===== src/rtl/scorpion_pkg.sv =====
// Shared scorpion definitions: action codes, actuator PIO patterns and
// scheduler state encodings, used by the behaviour FSM, the scheduler and the top level.
package scorpion_pkg;

    localparam logic [1:0] ACT_WAIT    = 2'b00;
    localparam logic [1:0] ACT_RETREAT = 2'b01;
    localparam logic [1:0] ACT_ATTACK  = 2'b10;
    localparam logic [1:0] ACT_DART    = 2'b11;

    // Bit 0 drives PIO76, bit 3 drives PIO79.
    localparam logic [3:0] PIO_WAIT    = 4'b0000;
    localparam logic [3:0] PIO_RETREAT = 4'b0001;
    localparam logic [3:0] PIO_ATTACK  = 4'b1010;
    localparam logic [3:0] PIO_DART    = 4'b0100;

    localparam logic [1:0] ST_IDLE   = 2'd0;
    localparam logic [1:0] ST_ACTIVE = 2'd1;
    localparam logic [1:0] ST_DEAD   = 2'd2;

    function automatic logic [3:0] pio_pattern(input logic [1:0] action);
        logic [3:0] pat;
        case (action)
            ACT_RETREAT: pat = PIO_RETREAT;
            ACT_ATTACK:  pat = PIO_ATTACK;
            ACT_DART:    pat = PIO_DART;
            default:     pat = PIO_WAIT;
        endcase
        return pat;
    endfunction

endpackage


===== src/rtl/scorpion_act_sched.sv =====
// Actuator scheduler: enforces a minimum hold per action and an all-off dead gap
// between different actions. Optional macro SCORP_ACT_ESTOP_EN adds an estop input.
module scorpion_act_sched
    import scorpion_pkg::*;
#(
    parameter int DEAD_CYCLES = 50000,
    parameter int HOLD_CYCLES = 5000000,
    parameter int CNT_W       = 24
) (
    input  logic       clk,
    input  logic       reset,
`ifdef SCORP_ACT_ESTOP_EN
    input  logic       estop,
`endif
    input  logic       auto_req,
    input  logic [1:0] auto_action,
    input  logic       man_req,
    input  logic [1:0] man_action,
    output logic [3:0] pio,
    output logic [1:0] cur_action,
    output logic       grant_man,
    output logic       busy
);

    localparam logic [CNT_W-1:0] HOLD_LAST = CNT_W'(HOLD_CYCLES - 1);
    localparam logic [CNT_W-1:0] DEAD_LAST = CNT_W'(DEAD_CYCLES - 1);

    logic [1:0]       r_state;
    logic [CNT_W-1:0] r_cnt;
    logic [3:0]       r_pio;
    logic [1:0]       r_action;
    logic             r_grant_man;
    logic             r_busy;

    logic [1:0]       w_target;
    logic             w_target_man;
    logic             w_kill;

    // Request arbitration: manual always wins over the behaviour FSM.
    always_comb begin
        w_target     = ACT_WAIT;
        w_target_man = 1'b0;
        if (man_req) begin
            w_target     = man_action;
            w_target_man = 1'b1;
        end else if (auto_req) begin
            w_target     = auto_action;
        end else begin
            w_target     = ACT_WAIT;
        end
    end

`ifdef SCORP_ACT_ESTOP_EN
    assign w_kill     = estop;
    // Estop cuts the drive immediately; the FSM follows at the next edge.
    assign pio        = estop ? PIO_WAIT : r_pio;
    assign cur_action = estop ? ACT_WAIT : r_action;
`else
    assign w_kill     = 1'b0;
    assign pio        = r_pio;
    assign cur_action = r_action;
`endif
    assign grant_man  = r_grant_man;
    assign busy       = r_busy;

    // Scheduler FSM with its shared hold/dead counter.
    always_ff @(posedge clk) begin
        if (!reset || w_kill) begin
            r_state     <= ST_IDLE;
            r_cnt       <= '0;
            r_pio       <= PIO_WAIT;
            r_action    <= ACT_WAIT;
            r_grant_man <= 1'b0;
            r_busy      <= 1'b0;
        end else begin
            case (r_state)
                ST_IDLE: begin
                    if (w_target != ACT_WAIT) begin
                        r_state     <= ST_ACTIVE;
                        r_cnt       <= '0;
                        r_pio       <= pio_pattern(w_target);
                        r_action    <= w_target;
                        r_grant_man <= w_target_man;
                        r_busy      <= 1'b1;
                    end
                end
                ST_ACTIVE: begin
                    if (r_cnt != HOLD_LAST) begin
                        r_cnt <= r_cnt + {{(CNT_W-1){1'b0}}, 1'b1};
                    end else if (w_target == r_action) begin
                        r_grant_man <= w_target_man;
                    end else begin
                        r_state     <= ST_DEAD;
                        r_cnt       <= '0;
                        r_pio       <= PIO_WAIT;
                        r_action    <= ACT_WAIT;
                        r_grant_man <= 1'b0;
                    end
                end
                ST_DEAD: begin
                    // Only the request seen on the final dead cycle matters.
                    if (r_cnt != DEAD_LAST) begin
                        r_cnt <= r_cnt + {{(CNT_W-1){1'b0}}, 1'b1};
                    end else if (w_target == ACT_WAIT) begin
                        r_state <= ST_IDLE;
                        r_cnt   <= '0;
                        r_busy  <= 1'b0;
                    end else begin
                        r_state     <= ST_ACTIVE;
                        r_cnt       <= '0;
                        r_pio       <= pio_pattern(w_target);
                        r_action    <= w_target;
                        r_grant_man <= w_target_man;
                    end
                end
                default: begin
                    r_state     <= ST_IDLE;
                    r_cnt       <= '0;
                    r_pio       <= PIO_WAIT;
                    r_action    <= ACT_WAIT;
                    r_grant_man <= 1'b0;
                    r_busy      <= 1'b0;
                end
            endcase
        end
    end

endmodule

===== config.mk =====
export PLATFORM = sky130hd
export DESIGN_NAME = scorpion_act_sched
export DESIGN_NICKNAME = d
export VERILOG_FILES = /design/src/rtl/scorpion_pkg.sv /design/src/rtl/scorpion_act_sched.sv
export SDC_FILE = /design/constraint.sdc
export NUM_CORES = 1
export LEC_CHECK = 0
export BUFFER_PORTS_ARGS = -buffer_cell sky130_fd_sc_hd__clkbuf_2
export CORE_MARGIN = 5
export CORE_UTILIZATION = 60
export CTS_BUF_LIST = sky130_fd_sc_hd__clkbuf_16
export DETAILED_ROUTE_END_ITERATION = 10
export PLACE_DENSITY = 0.83
export SYNTH_ARGS = -nofsm -noshare
export SYNTH_HDL_FRONTEND = slang
export SYNTH_SLANG_ARGS = --single-unit

===== constraint.sdc =====
create_clock -name clk -period 2.9 [get_ports clk]
set_input_delay 0.29 -clock clk [delete_from_list [all_inputs] [get_ports clk]]
set_output_delay 0.29 -clock clk [all_outputs]
set_load 0.05 [all_outputs]

==> Word-level counts from Yosys, hierarchy flattened <==
Index checks and enable logic that the tools add are counted.
{ "op_classes": {"bitwise_logic": 1, "n_eq_ne": 15, "n_mux": 37, "reduce_logical": 8, "n_addsub": 1} }
{ "op_table": {"columns": ["op", "count"], "rows": [
  ["$mux W24", 4],
  ["$pmux W24 S3", 1],
  ["$add A24 B1 Y24 const B", 1],
  ["$ne A24 B16 Y1 const B", 1],
  ["$ne A24 B23 Y1 const B", 1],
  ["$pmux W4 S3", 2],
  ["$mux W2", 11],
  ["$mux W4", 5],
  ["$ne A2 B2 Y1 const B", 6],
  ["$pmux W2 S3", 2],
  ["$reduce_and A4 Y1", 3],
  ["$mux W1", 10],
  ["$eq A2 B2 Y1 const B", 3],
  ["$pmux W1 S3", 2],
  ["$reduce_and A5 Y1", 1],
  ["$eq A2 B1 Y1 const B", 2],
  ["$logic_not A2 Y1", 2],
  ["$ne A3 B3 Y1 const B", 1],
  ["$eq A2 B2 Y1", 1],
  ["$reduce_and A2 Y1", 1],
  ["$reduce_bool A2 Y1", 1],
  ["$not A1 Y1", 1]
]} }
{ "totals": {"word_cells": 68, "ff_bits": 34, "inputBits": 8, "out_inout_bits": 8} }

==> Logic depth before layout (Yosys ltp) <==
Gate-level depths: netlist (run 1).
{ "logic_depth": {"ltp_word": 7, "depth_mapped": 10, "mapped_depth_nobuf": 7} }

==> Worst setup path after synthesis (run 1) <==
Ideal clock, no wire load.
{ "synth_path": {"path_kind": "register to register", "startpoint": "register r_cnt[0]", "endpoint": "register r_cnt[2]", "arrival_time_ns": 1.921, "path_stages_with_launch": 11, "period_less_slack_ns": 2.042, "slack_ns": 0.858, "setup_ns": 0.121, "path_buffers": 3, "t_required_ns": 2.779, "path_cell_list": "dfxtp_1 > ha_1 > and3_1 > buf_2 > nand4_1 > o211a_1 > or2_1 > buf_6 > buf_6 > a21oi_2 > o22ai_1"} }
{ "synth_between": {"elab_chain_cells": 3, "elab_cells_between_ends": 8, "classes_between": "add/sub (1); eq/ne (3); mux (3); reduce/logical (1)"} }
{ "synth_lines": {"columns": ["element", "line_no", "source"], "rows": [
  ["start, declared", "scorpion_act_sched.sv:29", "logic [CNT_W-1:0] r_cnt;"],
  ["start signal, assigned", "scorpion_act_sched.sv:89", "r_cnt <= r_cnt + {{(CNT_W-1){1'b0}}, 1'b1};"],
  ["start signal, assigned", "scorpion_act_sched.sv:103", "r_cnt <= r_cnt + {{(CNT_W-1){1'b0}}, 1'b1};"],
  ["$add A24 B1 Y24, or another cell as far along", "scorpion_act_sched.sv:89, scorpion_act_sched.sv:103", null],
  ["$mux W24, or another cell as far along", "scorpion_act_sched.sv:102", "if (r_cnt != DEAD_LAST) begin"],
  ["$pmux W24 S3 or $reduce_and A2 Y1 (tied branches)", null, null]
]} }
Parallel ways exist; a longest one is shown, timed or not.
A chain may end at the register's enable or synchronous reset.

==> Worst setup path in the final report (run 1) <==
{ "layout_path": {"startpoint": "register r_cnt[5]", "endpoint": "register r_cnt[9]"} }
Same word-level chain as after synthesis.

==> results.toml, run 1 <==
[critical_path]
reg2reg_from = "r_cnt[5]"
critPathLaunchType = "flip-flop"
cp.required_ns = 3.09
rrSetupSlack_ns = 0.46
arrival_ns = 2.63
reg2regPathDepth = 7
worstReg2RegEnd = "r_cnt[9]"
cp-end-kind = "flip-flop"
path_class = "flip-flop to flip-flop"
cp_max_fo = 15

[die]
dieHeight_um = 70.7
row_count = 22
pin_count = 16
placeableCoreArea_um2 = 3610
start_util_pct = 61.3
die_area_um2 = 5000
die_w_um = 70.7

[synthesis]
ys.flop_type = "dfxtp_1"
synth_area_um2 = 2210
yosys.area_share.adder_pct = 3.40
yosysSeqAreaShare_pct = 29.9
yosysUniqueCellTypes = 50
syn_avg_cell_area_um2 = 7.95
synthSimpleGateAreaFrac_pct = 32.4
synth-xor-area-share_pct = 0
netlist.area_leader.share_pct = 29.9
synth_fp_nets = 292
yosys.area.top_type = "dfxtp_1"
yosys-mux-area-fraction_pct = 2.72
ys_top_cells_by_count = "nand2_1 (43), dfxtp_1 (33), nand3_1 (16)"
ys_ff_latch = 33
async_reset_ff_share_pct = 0
yosysMostFrequentCell = "nand2_1"
yosysWarnings = 0
synth_top_family_by_area = "simple AND/OR/NAND/NOR gates"
yosys-top-cells-area = "dfxtp_1 (30%), nand2_1 (7.3%), nand3_1 (3.6%)"
synth_compound_area_share_pct = 23.6
synth_cells = 278
synth_edf_count = 0

[clock_network]
clockBufferDepth = 2
h-tree-depth = 2
cts_buffers = 5
hold_buffers = 0
clk_pin_slew_ns = 0.05
post_cts_buffers = 0
worst_skew_pair.late_latency_ns = 0.28
cts_tree = "done"
root_buffer = "clkbuf_16"
ctsResizeCount = 0
numClockSinks = 33

[hold_path]
whs_path_depth = 2
min_from = "pio[0]"
hold_class = "flip-flop to flip-flop"
min_to = "pio[0]"

[pwr]
p_per_area_nw_per_um2 = 708
power.leakage_nw = 0.778
ir_drop_mv = 0.407

[global_route]
grt_pass1_wl_um = 8890
globalRoute.totalOverflow = 0
grt_pass1_vias = 1851
antenna_found_initial = 0
grt_max_degree = 31
grtUsageTotal_pct = 21.8

[sta]
hold_viol = 0
hold_ws_ns = 0.463
finalCritPeriodShare_pct = 84.0
max_freq_mhz = 411
rsz0062_at_grt = "false"
fin_crit_ns = 2.44
drv_slew = 0
setup_tns_ns = 0
slew_headroom_pct = 48.9
skew_ns = 0.00279
setup_viol = 0
tightest_slew_ns = 0.766

[placement]
finalWeightedCongestion = 0.944
dp_hpwl_um = 3650
io_buffers = 15

[routing]
wirelength_um = 5290
via_per_inst = 6.35
routed-via-count = 2122
antenna_left = 0
drc = 0
wl_per_cell_um = 15.8
drt-initial-drc-count = 189
first_pass_iters = 5

[finish]
area_delta_synth_final_pct = 7.81
drive_gt1_share_pct = 15.7
nets = 300
antenna_cells = 0

[flow_run]
max_cap_violations = 0

[outcome]
status = "finished clean"
[where the power goes]
group / internal, mW / switching [mW] / leakage (nW)
sequential: 0.489 / 0.0305 / 0.267
combinational: 0.232 / 0.444 / 0.443
clock: 0.307 / 0.184 / 0.0685
[placed cells by master, fill, tap and decap left out, types with 2 or more instances in the layout]
cell type	instances
a21oi_1	15
a21oi_2	9
a2bb2oi_1	4
a31oi_1	3
and2_1	2
and3_1	6
and4_1	5
buf_4	6
clkbuf_16	5
clkbuf_2	15
dfxtp_1	33
ha_1	6
inv_1	11
mux2i_1	6
nand2_1	43
nand2b_1	2
nand3_1	16
nand3b_1	4
nand4_1	11
nor2_1	7
nor3_1	5
nor4b_1	3
o211a_1	2
o21a_1	4
o21ai_0	11
o22ai_1	10
o32ai_1	3
or2_2	2
or3_1	12
or4_1	5
[area by class of cell]
class | instances | area (µm²)
timing repair buffer | 21 | 120
fill | 330 | 1220
multi-input combinational | 215 | 1370
tap | 48 | 60.1
clock inverter | 2 | 7.51
clock buffer | 5 | 125
sequential | 33 | 661
inverter | 10 | 37.5
[stage by stage]
stage          instance area, µm²  std cells  setup WS (ns)  total power [mW]  utilization (%)
2_1_floorplan                2210        278          0.858              1.09                -
3_3_place_gp                 2250        327          0.588              1.18             62.4
3_5_place_dp                 2250        327          0.503              1.19             62.4
4_1_cts                      2380        334          0.492              1.69             66.1
5_1_grt                      2380        334          0.319              1.78             66.1
6_report                     2380        334          0.465              1.69             66.1
[cells by family after synthesis]
logic type | Yosys count
AOI/OAI and AO/OA | 72
muxes | 6
and+or+nand+nor | 131
DFF | 33
adders and majority gates | 6
buffers and inverters | 30
[registers in the layout (all words and copies together), names as in the netlist]
register and count:
busy 1, cur_action 2, r_state 2, r_cnt 24, grant_man 1, pio 3
[worst max-delay path: stages (launching register included)]
cell and delay, ns:
dfxtp_1 0.52, nand4_1 0.14, or4_4 0.52, or2_4 0.26, o21ai_4 0.37, buf_4 0.29
a2bb2oi_1 0.09, a21oi_1 0.15
[how the worst max path moves through the flow]
stage | startpoint | endpoint | slack [ns] | depth (start not counted)
final | r_cnt[5] | r_cnt[9] | 0.46 | 7
after detailed placement | r_cnt[0] | r_cnt[9] | 0.50 | 8
after global routing | r_cnt[0] | r_cnt[9] | 0.32 | 8
after CTS | r_cnt[0] | r_cnt[9] | 0.49 | 8
after floorplan | r_cnt[0] | r_cnt[2] | 0.86 | 10
after global placement | r_cnt[5] | r_cnt[14] | 0.59 | 7
[per-layer routing]
layer  GRT usage, %  part of all wire (%)
met1           29.4                    46
met2           33.8                    46
met3           4.40                   6.2
met4           8.98                   2.0
met5              0                     0
(Power assumes the default switching activity.)
==> run 2: changes to the inputs <==
--- a/config.mk
+++ b/config.mk
@@ -7,10 +7,10 @@
 export LEC_CHECK = 0
 export BUFFER_PORTS_ARGS = -buffer_cell sky130_fd_sc_hd__clkbuf_2
 export CORE_MARGIN = 5
-export CORE_UTILIZATION = 60
+export CORE_UTILIZATION = 54
 export CTS_BUF_LIST = sky130_fd_sc_hd__clkbuf_16
 export DETAILED_ROUTE_END_ITERATION = 10
-export PLACE_DENSITY = 0.83
+export PLACE_DENSITY = 0.79
 export SYNTH_ARGS = -nofsm -noshare
 export SYNTH_HDL_FRONTEND = slang
 export SYNTH_SLANG_ARGS = --single-unit
==> constraint.sdc (replaced) <==
create_clock -name clk -period 1.95 [get_ports clk]
set_input_delay 0.195 -clock clk [delete_from_list [all_inputs] [get_ports clk]]
set_output_delay 0.195 -clock clk [all_outputs]
set_load 0.05 [all_outputs]
==> run 2 against run 1 <==
Effect of this change:
- hold slack worse by 0.096 ns
- highest routed layer unchanged
- utilization is 12 points higher
- non-clock buffer count is 55 higher
- sequential power is 47% higher
- total power is 81% higher
- flip-flop and latch count stayed put
- largest cell class unchanged
- the flow now finishes with violations (setup timing)
- largest power group unchanged
- combinational power is 130% higher
- fmax is 14% higher
==> results.toml, run 2 (synthesized netlist as in run 1, its figures left out) <==
[finish]
fillers = 231
nets = 355
fin_area_um2 = 3110
largest_register_ffs = 24
antenna_cells = 0
drive_gt1_share_pct = 40.8
final_cell_mix = "buf_4 (49), nand2_1 (41), dfxtp_1 (24), clkbuf_2 (15), nand3_1 (14)"
mostFrequentLayoutCell = "buf_4"
area_delta_synth_final_pct = 40.7
regMostFlops = "r_cnt"

[routing]
routed-via-count = 2521
drt-initial-drc-count = 275
drc = 0
via_per_inst = 6.45
antenna_left = 0
first_pass_iters = 5
wirelength_um = 7350
wl_per_cell_um = 18.8

[sta]
rsz0062_at_grt = "true"
hold_viol = 0
skew_ns = 0.00711
fin_ws_ns = -0.181
slew_headroom_pct = 62.5
drv_slew = 0
tightest_slew_ns = 0.557
finalCritPeriodShare_pct = 109
fin_crit_ns = 2.13
hold_ws_ns = 0.368
setup_viol = 32
max_freq_mhz = 469

[critical_path]
cp.required_ns = 2.16
path_class = "flip-flop to flip-flop"
cp_max_fo = 6
critPathLaunchType = "flip-flop"
cp-end-kind = "flip-flop"
arrival_ns = 2.34

[outcome]
status = "finished, violations left"
violations = "setup timing"

[global_route]
grt_pass1_vias = 2252
grtUsageTotal_pct = 24.9
globalRoute.totalOverflow = 0
antenna_found_initial = 0
grt_max_degree = 25
grt_pass1_wl_um = 10600

[clock_network]
cts_tree = "done"
clk_pin_slew_ns = 0.05
clockBufferDepth = 2
cts_buffers = 5
numClockSinks = 33
h-tree-depth = 2
root_buffer = "clkbuf_16"
worst_skew_pair.late_latency_ns = 0.28

[placement]
finalWeightedCongestion = 0.955
place_area_um2 = 2650
dp_hpwl_um = 4390
io_buffers = 15

[die]
die_w_um = 74.0
die_area_um2 = 5470
pin_count = 16
start_util_pct = 55.6
dieHeight_um = 74.0
row_count = 23
placeableCoreArea_um2 = 3970

[flow_run]
max_cap_violations = 0

[pwr]
p_per_area_nw_per_um2 = 982
power.leakage_nw = 1.12
ir_drop_mv = 0.786

[hold_path]
hold_class = "input pin to flip-flop"
-- run 2: changes by cell type in the layout (fill, tap and decap cells not counted), sizes merged --
| cell | delta |
|---|---|
| buf | +55 |
-- run 2: layer usage --
layer	wire length, µm	part of all wire (%)	track usage, %	vias to the layer above
li1	-	-	-	1164
met1	2930	40	32.0	1164
met2	3460	47	39.0	151
met3	651	8.9	5.00	42
met4	301	4.1	13.5	0
met5	0	0	0	-
-- run 2: area by class of cell --
| type | instances | area, µm² | area share [%] |
|---|---|---|---|
| Inverter | 10 | 37.5 | 1.21 |
| Clock inverter | 2 | 7.51 | 0.241 |
| Sequential cell | 33 | 674 | 21.7 |
| Clock buffer | 5 | 125 | 4.02 |
| Tap cell | 50 | 62.6 | 2.01 |
| Multi-Input combinational cell | 215 | 1600 | 51.3 |
| Timing Repair Buffer | 76 | 606 | 19.5 |
-- run 2: report_power, final --
part	leakage, nW	switching (mW)	internal (mW)
combinational	0.783	0.851	0.698
sequential	0.272	0.0384	0.726
clock	0.0685	0.284	0.456
-- run 2: final timing paths --
path	startpoint	end	slack [ns]	cells after the start
worst max-delay path	r_cnt[20]	r_state[0]	-0.18	7
worst min-delay path	reset	cur_action[1]	0.37	3
worst max register to register	r_cnt[20]	r_state[0]	-0.18	7
worst min register to register	pio[0]	pio[0]	0.46	2
-- run 2: timing repair --
action | CTS | global route
buffers inserted | 2 | 8
hold buffers | 0 | 0
gates cloned | 1 | 0
pin swaps | 14 | 9
hold endpoints to repair | 0 | 0
setup endpoints to repair | 32 | 32
resized for setup | 25 | 29
-- run 2: per-stage QoR --
stage                     setup TNS, ns  worst slack, ns  utilization, %  power [mW]  std cells
after floorplan                  -0.235          -0.0237               -        1.65        278
after global placement            -2.33           -0.136            66.7        1.99        375
after detailed placement          -3.94           -0.176            66.7        2.01        375
after CTS                        -0.164          -0.0276            73.1        2.82        383
after global routing              -5.78           -0.260            78.3        3.18        391
final                             -3.37           -0.181            78.3        3.05        391
-- run 2: critical path, cell delays in order, from the launching register on --
cell     delay, ns
dfxtp_1       0.34
nor4b_2       0.35
nand4_1       0.18
buf_6         0.17
o21ai_0       0.25
nand4_1       0.19
or3_1         0.40
a21oi_1       0.17
==> run 3: changes to the inputs <==
--- a/config.mk
+++ b/config.mk
@@ -10,6 +10,7 @@
 export CORE_UTILIZATION = 54
 export CTS_BUF_LIST = sky130_fd_sc_hd__clkbuf_16
 export DETAILED_ROUTE_END_ITERATION = 10
+export GPL_TIMING_DRIVEN = 0
 export PLACE_DENSITY = 0.79
 export SYNTH_ARGS = -nofsm -noshare
 export SYNTH_HDL_FRONTEND = slang
==> run 3 against run 2 <==
Effect of this change:
- largest cell class unchanged
- sequential share of layout area increased by 2.3 points
- first-iteration DRC count shrank 6.2%
- the run still ends with setup timing left
- clock power decreased by 2%
- count of clock-buffer cells in the layout is the same
- sequential power barely moved
- final cell count down 5.9%
- hold slack lost 0.12 ns
- clock skew is essentially flat
- die area unchanged
==> results.toml, run 3 (synthesized netlist as in run 1, its figures left out) <==
[hold_path]
min_from = "reset"
hold_class = "input pin to flip-flop"

[sta]
skew_ns = 0.00745
finalCritPeriodShare_pct = 110
setup_tns_ns = -3.17
drv_slew = 0
slew_headroom_pct = 64.9
hold_viol = 0
fin_crit_ns = 2.14
fin_ws_ns = -0.192
tightest_slew_ns = 0.527
max_freq_mhz = 467
setup_viol = 25
rsz0062_at_grt = "true"

[die]
row_count = 23
die_area_um2 = 5470
die_w_um = 74.0
pin_count = 16
dieHeight_um = 74.0
start_util_pct = 55.6
placeableCoreArea_um2 = 3970

[finish]
final_cell_mix = "nand2_1 (40), dfxtp_1 (20), buf_4 (17), nand3_1 (15), clkbuf_2 (15)"
mostFrequentLayoutCell = "nand2_1"
area_delta_synth_final_pct = 29.2
final_cell_count_no_fill = 368
seq_area_um2 = 684
fin_area_um2 = 2850
regMostFlops = "r_cnt"
nets = 333
fillers = 287
largest_register_ffs = 24
antenna_cells = 0
fin_util_pct = 71.9
multi_input_area_um2 = 1520
drive_gt1_share_pct = 34.3

[critical_path]
reg2regPathDepth = 9
worstReg2RegEnd = "r_cnt[18]"
cp-startpoint = "r_cnt[11]"
cp-endpoint = "r_cnt[18]"
cp-end-kind = "flip-flop"
cp.required_ns = 2.11
rrSetupSlack_ns = -0.19
cp_max_fo = 7
critPathLaunchType = "flip-flop"
arrival_ns = 2.30
path_class = "flip-flop to flip-flop"
reg2reg_from = "r_cnt[11]"

[clock_network]
cts_buffers = 5
worst_skew_pair.late_latency_ns = 0.28
clockBufferDepth = 2
h-tree-depth = 2
cts_tree = "done"
root_buffer = "clkbuf_16"
clk_pin_slew_ns = 0.05
numClockSinks = 33

[placement]
dp_hpwl_um = 4000
dp.cells = 343
finalWeightedCongestion = 0.922
io_buffers = 15
place_area_um2 = 2390

[global_route]
grt_pass1_vias = 2053
globalRoute.totalOverflow = 0
grtUsageTotal_pct = 22.8
grt_pass1_wl_um = 9740
antenna_found_initial = 0
grt_max_degree = 11

[routing]
first_pass_iters = 5
wl_per_cell_um = 17.3
routed-via-count = 2363
drt-initial-drc-count = 258
via_per_inst = 6.42
wirelength_um = 6350
drt-met1-wl_um = 2610
drc = 0
met2WireLength_um = 2980
route.met3.wl_um = 517
highest_layer = "met4"
antenna_left = 0

[pwr]
total_power_mw = 2.85
power.leakage_nw = 0.971
p_per_area_nw_per_um2 = 999
ir_drop_mv = 0.634

[outcome]
violations = "setup timing"
status = "finished, violations left"

[flow_run]
max_cap_violations = 0
-- run 3: changes by cell type in the layout (fill, tap and decap cells not counted), moves of 3 or more --
cell       before  now
a2bb2oi_2       3    0
clkbuf_1        0    5
buf_6           6   11
dfxtp_1        24   20
a2bb2oi_1       1    4
buf_4          49   17
-- run 3: how the worst min path moves through the flow --
stage | endpoint | slack [ns] | depth (start not counted)
after CTS | r_cnt[12] | 0.25 | 3
after global routing | r_cnt[12] | 0.26 | 3
after detailed placement | pio[0] | 0.45 | 2
final | r_cnt[12] | 0.25 | 3
after global placement | pio[0] | 0.44 | 2
after floorplan | r_cnt[12] | 0.36 | 2
-- run 3: area by class of cell --
class	instances	share of cell area (%)
multi-input combinational	216	53.4
buffer	19	6.27
inverter	10	1.32
sequential	33	24.0
clock inverter	1	0.175
clock buffer	5	4.38
timing repair buffer	34	8.29
tap	50	2.19
-- run 3: routing by layer --
| layer | up-vias | GRT usage, % |
|---|---|---|
| met1 | 1080 | 30.7 |
| met5 | - | 0 |
| li1 | 1127 | - |
| met3 | 30 | 5.41 |
| met4 | 0 | 8.45 |
| met2 | 126 | 35.7 |
-- run 3: per-stage QoR --
step                      worst slack, ns  hold WS, ns
after global placement             -0.412        0.442
after CTS                          -0.144        0.246
final                              -0.192        0.251
after floorplan                   -0.0237        0.357
after global routing               -0.222        0.262
after detailed placement           -0.432        0.448
-- run 3: timing repair --
action,4_1_cts,5_1_grt
buffers inserted,6,9
pin swaps,4,12
endpoints found under the setup margin,31,32
resized for setup,19,31
gates cloned,2,3
hold buffers,0,0
-- run 3: power by group --
group / leakage, nW / total (mW) / switching (mW) / internal (mW)
Sequential: 0.274 / 0.766 / 0.0416 / 0.725
Clock: 0.0655 / 0.723 / 0.268 / 0.455
Combinational: 0.631 / 1.36 / 0.795 / 0.567
Total: 0.971 / 2.85 / 1.10 / 1.75
-- run 3: worst max-delay path, cell delays in order (launching register included) --
cell and delay (ns):
dfxtp_2 0.32, buf_6 0.12, nand2_2 0.05, or4_4 0.51
o211a_4 0.25, or2_1 0.24, buf_6 0.15, clkbuf_16 0.16
a21oi_2 0.13, o22ai_1 0.10
